$ cat src/rtl/stack_ctrl.sv
// stack_ctrl
//   Sequences PUSH / POP / CALL / RET for the 16-bit processor stack. Owns the
//   stack pointer, drives a single-port data-memory request/ack handshake and
//   returns pop data / return targets. Overflow and underflow are detected at
//   accept time, so a rejected operation never touches memory.
//
//   Stack model: full-descending, SP addresses the next free slot.
//     push: mem[SP] <= data, SP <= SP-1
//     pop : data <= mem[SP+1], SP <= SP+1
//
//   Handshakes:
//     op    : a request is taken on a rising edge where op_valid && op_ready.
//             op_ready is high only in IDLE; the requester holds op_valid and
//             its operands until accepted.
//     memory: mem_req is held with stable mem_we/mem_addr/mem_wdata until a
//             single-cycle mem_ack; mem_rdata is valid alongside mem_ack.
//
//   Ports:
//     clk, reset            clock, synchronous active-high reset
//     op_valid, op, op_ready request channel (00 PUSH, 01 POP, 10 CALL, 11 RET)
//     push_data, pc_next    operands, sampled at accept
//     mem_*                 data-memory handshake
//     sp_out                current stack pointer
//     pop_data, pc_target   last value read by POP/RET (held)
//     pc_load               one-cycle pulse on a successful RET
//     done, fault           completion pulse; fault marks a rejected op
//     overflow, underflow   sticky error history, cleared only by reset
//     o_dbg_state           current FSM state, for observation only
module stack_ctrl #(
   parameter int                DATA_W      = 16,
   parameter logic [DATA_W-1:0] SP_RESET    = 16'hFFFF,
   parameter logic [DATA_W-1:0] STACK_LIMIT = 16'hFF00
) (
   input  logic              clk,
   input  logic              reset,
   input  logic              op_valid,
   input  logic [1:0]        op,
   output logic              op_ready,
   input  logic [DATA_W-1:0] push_data,
   input  logic [DATA_W-1:0] pc_next,
   output logic              mem_req,
   output logic              mem_we,
   output logic [DATA_W-1:0] mem_addr,
   output logic [DATA_W-1:0] mem_wdata,
   input  logic [DATA_W-1:0] mem_rdata,
   input  logic              mem_ack,
   output logic [DATA_W-1:0] sp_out,
   output logic [DATA_W-1:0] pop_data,
   output logic              pc_load,
   output logic [DATA_W-1:0] pc_target,
   output logic              done,
   output logic              fault,
   output logic              overflow,
   output logic              underflow,
   output logic [2:0]        o_dbg_state
);

   typedef enum logic [2:0] {
      S_IDLE  = 3'd0,
      S_WRITE = 3'd1,
      S_READ  = 3'd2,
      S_DONE  = 3'd3,
      S_FAULT = 3'd4
   } state_t;

   localparam logic [1:0]        OP_CALL = 2'b10;
   localparam logic [1:0]        OP_RET  = 2'b11;
   localparam logic [DATA_W-1:0] ONE     = 1;

   state_t            r_state;
   state_t            w_next;
   logic [DATA_W-1:0] r_sp;
   logic [1:0]        r_op;
   logic [DATA_W-1:0] r_operand;
   logic [DATA_W-1:0] r_pop_data;
   logic              r_overflow;
   logic              r_underflow;
   logic              w_accept;
   logic [DATA_W-1:0] w_sp_inc;

   assign w_accept = (r_state == S_IDLE) && op_valid;
   assign w_sp_inc = r_sp + ONE;

   // Next-state and registered-state-decoded outputs. Memory outputs depend on
   // state and registers only, so they cannot move while mem_req is high.
   always_comb begin
      w_next    = r_state;
      op_ready  = 1'b0;
      mem_req   = 1'b0;
      mem_we    = 1'b0;
      mem_addr  = '0;
      mem_wdata = '0;
      done      = 1'b0;
      fault     = 1'b0;
      pc_load   = 1'b0;
      case (r_state)
         S_IDLE: begin
            op_ready = 1'b1;
            if (op_valid) begin
               // op[0]==0 is PUSH/CALL (writes), op[0]==1 is POP/RET (reads)
               if (!op[0])
                  w_next = (r_sp < STACK_LIMIT) ? S_FAULT : S_WRITE;
               else
                  w_next = (r_sp == SP_RESET) ? S_FAULT : S_READ;
            end
         end
         S_WRITE: begin
            mem_req   = 1'b1;
            mem_we    = 1'b1;
            mem_addr  = r_sp;
            mem_wdata = r_operand;
            if (mem_ack) w_next = S_DONE;
         end
         S_READ: begin
            mem_req  = 1'b1;
            mem_addr = w_sp_inc;
            if (mem_ack) w_next = S_DONE;
         end
         S_DONE: begin
            done    = 1'b1;
            pc_load = (r_op == OP_RET);
            w_next  = S_IDLE;
         end
         S_FAULT: begin
            done   = 1'b1;
            fault  = 1'b1;
            w_next = S_IDLE;
         end
         default: w_next = S_IDLE;
      endcase
   end

   always_ff @(posedge clk) begin
      if (reset) begin
         r_state     <= S_IDLE;
         r_sp        <= SP_RESET;
         r_op        <= '0;
         r_operand   <= '0;
         r_pop_data  <= '0;
         r_overflow  <= 1'b0;
         r_underflow <= 1'b0;
      end else begin
         r_state <= w_next;
         if (w_accept) begin
            r_op      <= op;
            r_operand <= (op == OP_CALL) ? pc_next : push_data;
            if (w_next == S_FAULT) begin
               if (!op[0]) r_overflow  <= 1'b1;
               else        r_underflow <= 1'b1;
            end
         end
         if ((r_state == S_WRITE) && mem_ack)
            r_sp <= r_sp - ONE;
         if ((r_state == S_READ) && mem_ack) begin
            r_sp       <= w_sp_inc;
            r_pop_data <= mem_rdata;
         end
      end
   end

   assign sp_out      = r_sp;
   assign pop_data    = r_pop_data;
   assign pc_target   = r_pop_data;
   assign overflow    = r_overflow;
   assign underflow   = r_underflow;
   assign o_dbg_state = r_state;

endmodule

$ cat config.mk
export PLATFORM = sky130hd
export DESIGN_NAME = stack_ctrl
export DESIGN_NICKNAME = d
export VERILOG_FILES = /design/src/rtl/stack_ctrl.sv
export SDC_FILE = /design/constraint.sdc
export NUM_CORES = 1
export LEC_CHECK = 0
export BUFFER_PORTS_ARGS = -buffer_cell sky130_fd_sc_hd__buf_2
export CAP_MARGIN = 10
export CORE_MARGIN = 4
export CORE_UTILIZATION = 45
export DETAILED_ROUTE_END_ITERATION = 8
export PLACE_DENSITY = 0.84
export SLEW_MARGIN = 20
export SYNTH_ARGS = -nofsm -noshare
export SYNTH_HDL_FRONTEND = slang
export SYNTH_SLANG_ARGS = --single-unit
export TNS_END_PERCENT = 1
$ cat constraint.sdc
create_clock -name clk -period 2.9 [get_ports clk]
set_input_delay 0.145 -clock clk [delete_from_list [all_inputs] [get_ports clk]]
set_output_delay 0.145 -clock clk [all_outputs]
set_load 0.1 [all_outputs]
==> results of run 1 <==
state kept, by name, indices dropped and copies added (netlist names):
name	cells
underflow	1
overflow	1
o_dbg_state	3
r_op	2
r_operand	16
sp_out	16
pc_target	16
cells in the final DEF (no fill, tap or decap), types with 2 or more instances in the layout:
| cell type | count |
|---|---|
| a211oi_1 | 19 |
| a21o_1 | 3 |
| a21oi_1 | 33 |
| a221o_1 | 2 |
| and2_1 | 10 |
| and2_2 | 7 |
| and3_1 | 2 |
| and4_1 | 2 |
| buf_12 | 6 |
| buf_2 | 138 |
| buf_4 | 10 |
| clkbuf_8 | 6 |
| dfxtp_1 | 46 |
| dfxtp_2 | 9 |
| ha_1 | 2 |
| inv_1 | 6 |
| mux2i_1 | 19 |
| nand2_1 | 57 |
| nand2b_1 | 7 |
| nand3_1 | 13 |
| nand3b_1 | 3 |
| nand4_1 | 6 |
| nor2_1 | 46 |
| nor2b_1 | 3 |
| nor3_1 | 9 |
| nor3_4 | 2 |
| nor3b_1 | 2 |
| nor3b_4 | 2 |
| nor4_1 | 5 |
| o211ai_1 | 2 |
| o21ai_0 | 18 |
| o21ai_2 | 9 |
| o31ai_4 | 3 |
| or4_1 | 2 |
| xnor2_1 | 7 |
| xor2_1 | 4 |
routing by layer:
layer	global-route usage	up-vias	wire length (um)
met2	0.352	142	4650
met4	0.0613	0	133
met1	0.248	1588	3720
li1	-	1741	-
met3	0.0526	13	788
met5	0	-	0
report_power, final:
group          total (W)  switching, W  internal, W
Sequential       0.00106      0.000158     0.000898
Combinational    0.00372       0.00286     0.000856
Clock           0.000454      0.000259     0.000196
per-stage QoR:
| stage | cell area [um^2] | util |
|---|---|---|
| global route | 4330 | 0.597 |
| CTS | 4330 | 0.597 |
| finish | 4330 | 0.597 |
| detailed placement | 4230 | 0.583 |
| floorplan | 3510 | - |
| global placement | 4230 | 0.583 |
logic make-up (layout without fill, tap and decap cells):
kind of cell	count (synthesis)	count (layout)
compound gates	102	102
xor+xnor	11	11
fa+ha+maj	2	2
buf+inv	65	168
flops	55	55
mux	19	19
simple gates	190	190
final cells by class:
| type | count | area (um^2) |
|---|---|---|
| well taps | 99 | 124 |
| multi-input cells | 324 | 2080 |
| repair buffers | 154 | 886 |
| clock buffers | 6 | 82.6 |
| inverters | 6 | 22.5 |
| fillers | 670 | 2930 |
| clock inverters | 2 | 16.3 |
| flip-flops and latches | 55 | 1110 |
final timing paths:
path | start | to | slack (ns) | depth (start not counted)
setup / recovery | sp_out[6] | mem_addr[13] | 0.14 | 5
hold / removal | mem_rdata[9] | pc_target[9] | 0.06 | 3
setup reg to reg | o_dbg_state[2] | sp_out[6] | 0.79 | 6
hold reg to reg | pc_target[3] | pc_target[3] | 0.47 | 2
critical path: cells and delay by family (launching register included):
family	cells	cell delay, ns
flip-flops	1	0.57
buffers and inverters	2	0.66
AO/OA/AOI/OAI	1	0.35
AND/OR/NAND/NOR	2	0.72
==> reports/qor.txt, run 1 <==
Post-synth top cells: 57 x nand2_1, 55 x dfxtp_1, 46 x nor2_1
Total Routed Length: 9.28 mm
Fin crit share: 0.950
Post-Place Worst Slack: 0.516 ns
Final cell count without fillers: 646
First-pass GRT wire length: 14.9 mm
Final HPWL DP: 6.99 mm
Setup_tns: 0 ns
GRT Util Overall: 0.204
Largest family of logic cells by synthesized area: simple AND/OR/NAND/NOR gates
Synth Area in Simple Gates: 0.294
Final hold slack: 0.0642 ns
Clock Path Buffers: 2
Max Slew Vio Count: 0
Die Span Y: 94.5 um
Sink Count: 55
Largest cells by area after synthesis: dfxtp_1 33%, nand2_1 6.4%, mux2i_1 5.6%
Crit. End Element: primary output
Rel. slew slack: 0.283
Largest net degree at the start of global routing: 60
Yosys warning total: 0
Top cell type's share of synthesized area: 0.327
First-pass DRT Iterations: 4
Postcts setup bufs: 0
Post-synth EDFFs: 0
Reported max-cap violation count: 0
Vias in the first global route: 3,145
DR iter-0 viols: 165
Mux cell area share after synthesis: 0.0565
Crit path required time: 2.76 ns
Worst path cell trace: nand4_1 > nor3_4 > inv_1 > o41ai_4 > buf_2
Count leader, synth: nand2_1
RSZ-0062 raised after global routing: no
FMAX: 363 MHz
Row Count: 31
Crit path launch type: flop
Power per Cell Area: 1210 nW/um^2
Syn_area_per_cell: 7.58 um^2
Nets: 602
CP Max Fanout: 10
CTS tree: yes
Core area: 7250 um^2
Worst-path clk slew: 0.10 ns
DRC: 0
Setup Skew: 0.00251 ns
Final setup margin: 0.144 ns
WL/cell: 14.4 um
Antenna cells: 0
Yosys top cell by area: dfxtp_1
Area Overhead vs Synth: 28.5%
Post-Synth Adder-Cell Area: 0.00743
Die X: 94.5 um
Final hold violations: 0
Die footprint: 8930 um^2
Via count: 3,484
Inserted Clock Buffers: 5
IO Pins: 145
Predominant post-synthesis flop cell: dfxtp_1
Peak supply drop: 0.000634 V
Tot Pwr: 0.00523 W
Synthesized instance count: 444
# resized after CTS: 0
Share of async-settable or async-resettable flops after synthesis: 0
Register area share after synthesis: 0.327
Crit path largest cell delay: 0.57 ns
Starting Density: 0.464
Worst Path Arrival: 2.61 ns
ANT nets after route: 0
Yosys reg bits: 55
Net Count, Synth: 500
CTS H-Tree Depth: 2
Placed cell count: 638
Placer congestion estimate: 0.865
Vias per cell: 5.39
Clock latency on the worst-skew pair: 0.31 ns
Post-Synth XOR/XNOR Area: 0.0286
Worst-margin pin slew: 1.08 ns
Total leakage power: 1.98 nW
Endpoints failing setup: 0
Synth Area in Compound Gates: 0.187
HP Class: input pin to flop
Synthesized area: 3370 um^2
Crit-path slowest cell: dfxtp_1
IO buf count: 144
WS Path Type: flop to primary output
Total gr overflow: 0
Fin crit period: 2.76 ns
Initial antenna violation count: 0
Root Driver: clkbuf_8
Distinct cells, synth: 57
Layout cells sized above 1: 0.375
Cts-stage hold buffer count: 0
Status: completed
Note: power is estimated with default switching activity, not from simulation.
==> run 2: changes to the inputs <==
--- a/config.mk
+++ b/config.mk
@@ -8,9 +8,9 @@
 export BUFFER_PORTS_ARGS = -buffer_cell sky130_fd_sc_hd__buf_2
 export CAP_MARGIN = 10
 export CORE_MARGIN = 4
-export CORE_UTILIZATION = 45
+export CORE_UTILIZATION = 52
 export DETAILED_ROUTE_END_ITERATION = 8
-export PLACE_DENSITY = 0.84
+export PLACE_DENSITY = 0.94
 export SLEW_MARGIN = 20
 export SYNTH_ARGS = -nofsm -noshare
 export SYNTH_HDL_FRONTEND = slang
==> run 2 against run 1 <==
Effect of this change: worst setup slack gained 0.018 ns; non-clock buffer count increased by 1; flip-flop and latch count is the same; highest routed layer unchanged; combinational power is 2% lower.
==> reports/qor.txt, run 2 (same netlist as run 1, synthesis figures left out) <==
Status: completed
Die footprint: 7830 um^2
Initial antenna violation count: 0
Vias in the first global route: 3,395
RSZ-0062 raised after global routing: no
CTS tree: yes
Rel. slew slack: 0.304
Area Overhead vs Synth: 26.5%
Clock latency on the worst-skew pair: 0.30 ns
Max Slew Vio Count: 0
Peak supply drop: 0.00108 V
Total gr overflow: 0
First-pass GRT wire length: 15.7 mm
Crit. End Element: primary output
DRC: 0
Vias per cell: 5.72
IO buf count: 144
ANT nets after route: 0
Post-Place Worst Slack: 0.504 ns
Final hold violations: 0
HP Class: input pin to flop
Postcts setup bufs: 0
Reg area: 1110 um^2
Setup_tns: 0 ns
Total leakage power: 1.97 nW
Antenna cells: 0
Sink Count: 55
Row Count: 29
CP Max Fanout: 15
Die Span Y: 88.5 um
Final setup margin: 0.162 ns
Fin crit period: 2.74 ns
Largest net degree at the start of global routing: 60
Fillers: 552
Crit path launch type: flop
Fin area: 4260 um^2
Final HPWL DP: 7.27 mm
Core area: 6310 um^2
Worst Path Arrival: 2.59 ns
DR iter-0 viols: 292
Most common cell after layout, fill and taps aside: buf_2
GRT Util Overall: 0.247
Fin crit share: 0.944
Worst-margin pin slew: 1.04 ns
IO Pins: 145
WL/cell: 15.4 um
Layout cells sized above 1: 0.375
Starting Density: 0.533
Endpoints failing setup: 0
WS Path Type: flop to primary output
Crit path required time: 2.76 ns
Worst-path clk slew: 0.10 ns
Inserted Clock Buffers: 5
CTS H-Tree Depth: 2
Die X: 88.5 um
Setup Skew: 0.00529 ns
Placer congestion estimate: 0.951
Dpl cell area: 4160 um^2
Most frequent cells in the layout: 140 x buf_2, 57 x nand2_1, 46 x nor2_1, 46 x dfxtp_1, 33 x a21oi_1
Multi-input gate area: 2080 um^2
Clock Path Buffers: 2
FMAX: 365 MHz
First-pass DRT Iterations: 6
Root Driver: clkbuf_8
Via count: 3,567
Power per Cell Area: 1220 nW/um^2
Nets: 603
Reported max-cap violation count: 0
Total Routed Length: 9.62 mm
==> run 2: changes by cell type in the layout (fill, tap and decap cells not counted) <==
| cell | before | now |
|---|---|---|
| buf_12 | 6 | 3 |
| buf_4 | 10 | 11 |
| clkbuf_4 | 0 | 1 |
| clkinv_4 | 1 | 0 |
| inv_6 | 0 | 1 |
| clkinvlp_4 | 1 | 0 |
| buf_2 | 138 | 140 |
==> run 2: cell type report <==
type	count	area share
clock buffers	6	0.0194
clock inverters	1	0.00206
flip-flops and latches	55	0.261
well taps	77	0.0226
repair buffers	155	0.200
multi-input cells	324	0.490
inverters	6	0.00529
==> run 2: worst max-delay path, stage by stage (launching register included) <==
cell     delay (ns)
dfxtp_1        0.72
or3b_1         0.50
buf_4          0.31
nor2_1         0.09
o21ai_0        0.32
o31ai_4        0.14
buf_12         0.19
==> run 2: repair_timing <==
action | 4_1_cts | 5_1_grt
hold buffers | 0 | 0
endpoints found under the setup margin | 0 | 1
resized for setup | 0 | 1
==> run 2: final timing paths <==
kind	startpoint	end	slack, ns	cells after the start
worst max-delay path	o_dbg_state[0]	mem_addr[12]	0.16	6
worst min-delay path	mem_rdata[3]	pc_target[3]	0.06	3
worst max register to register	o_dbg_state[0]	sp_out[5]	0.73	4
worst min register to register	r_op[1]	r_op[1]	0.46	2
==> run 2: where the power goes <==
part	leakage [nW]	internal [W]	switching, W
Sequential	0.446	0.000898	0.000163
Clock	0.0477	0.000193	0.000257
Combinational	1.48	0.000796	0.00287
Total	1.97	0.00189	0.00329
==> run 2: per-stage QoR <==
stage                     power (W)  hold slack, ns   util  cells
after floorplan             0.00411           0.281      -    444
after global placement      0.00467           0.387  0.660    617
after detailed placement    0.00474           0.391  0.660    617
after CTS                   0.00518          0.0599  0.674    624
after global routing        0.00543          0.0722  0.674    624
final                       0.00518          0.0624  0.674    624
==> run 2: metal layers <==
layer | track usage | vias up | share of wire
met5 | 0 | - | 0
met1 | 0.302 | 1651 | 0.38
li1 | - | 1739 | -
met2 | 0.433 | 158 | 0.51
met3 | 0.0642 | 19 | 0.087
met4 | 0.0604 | 0 | 0.014
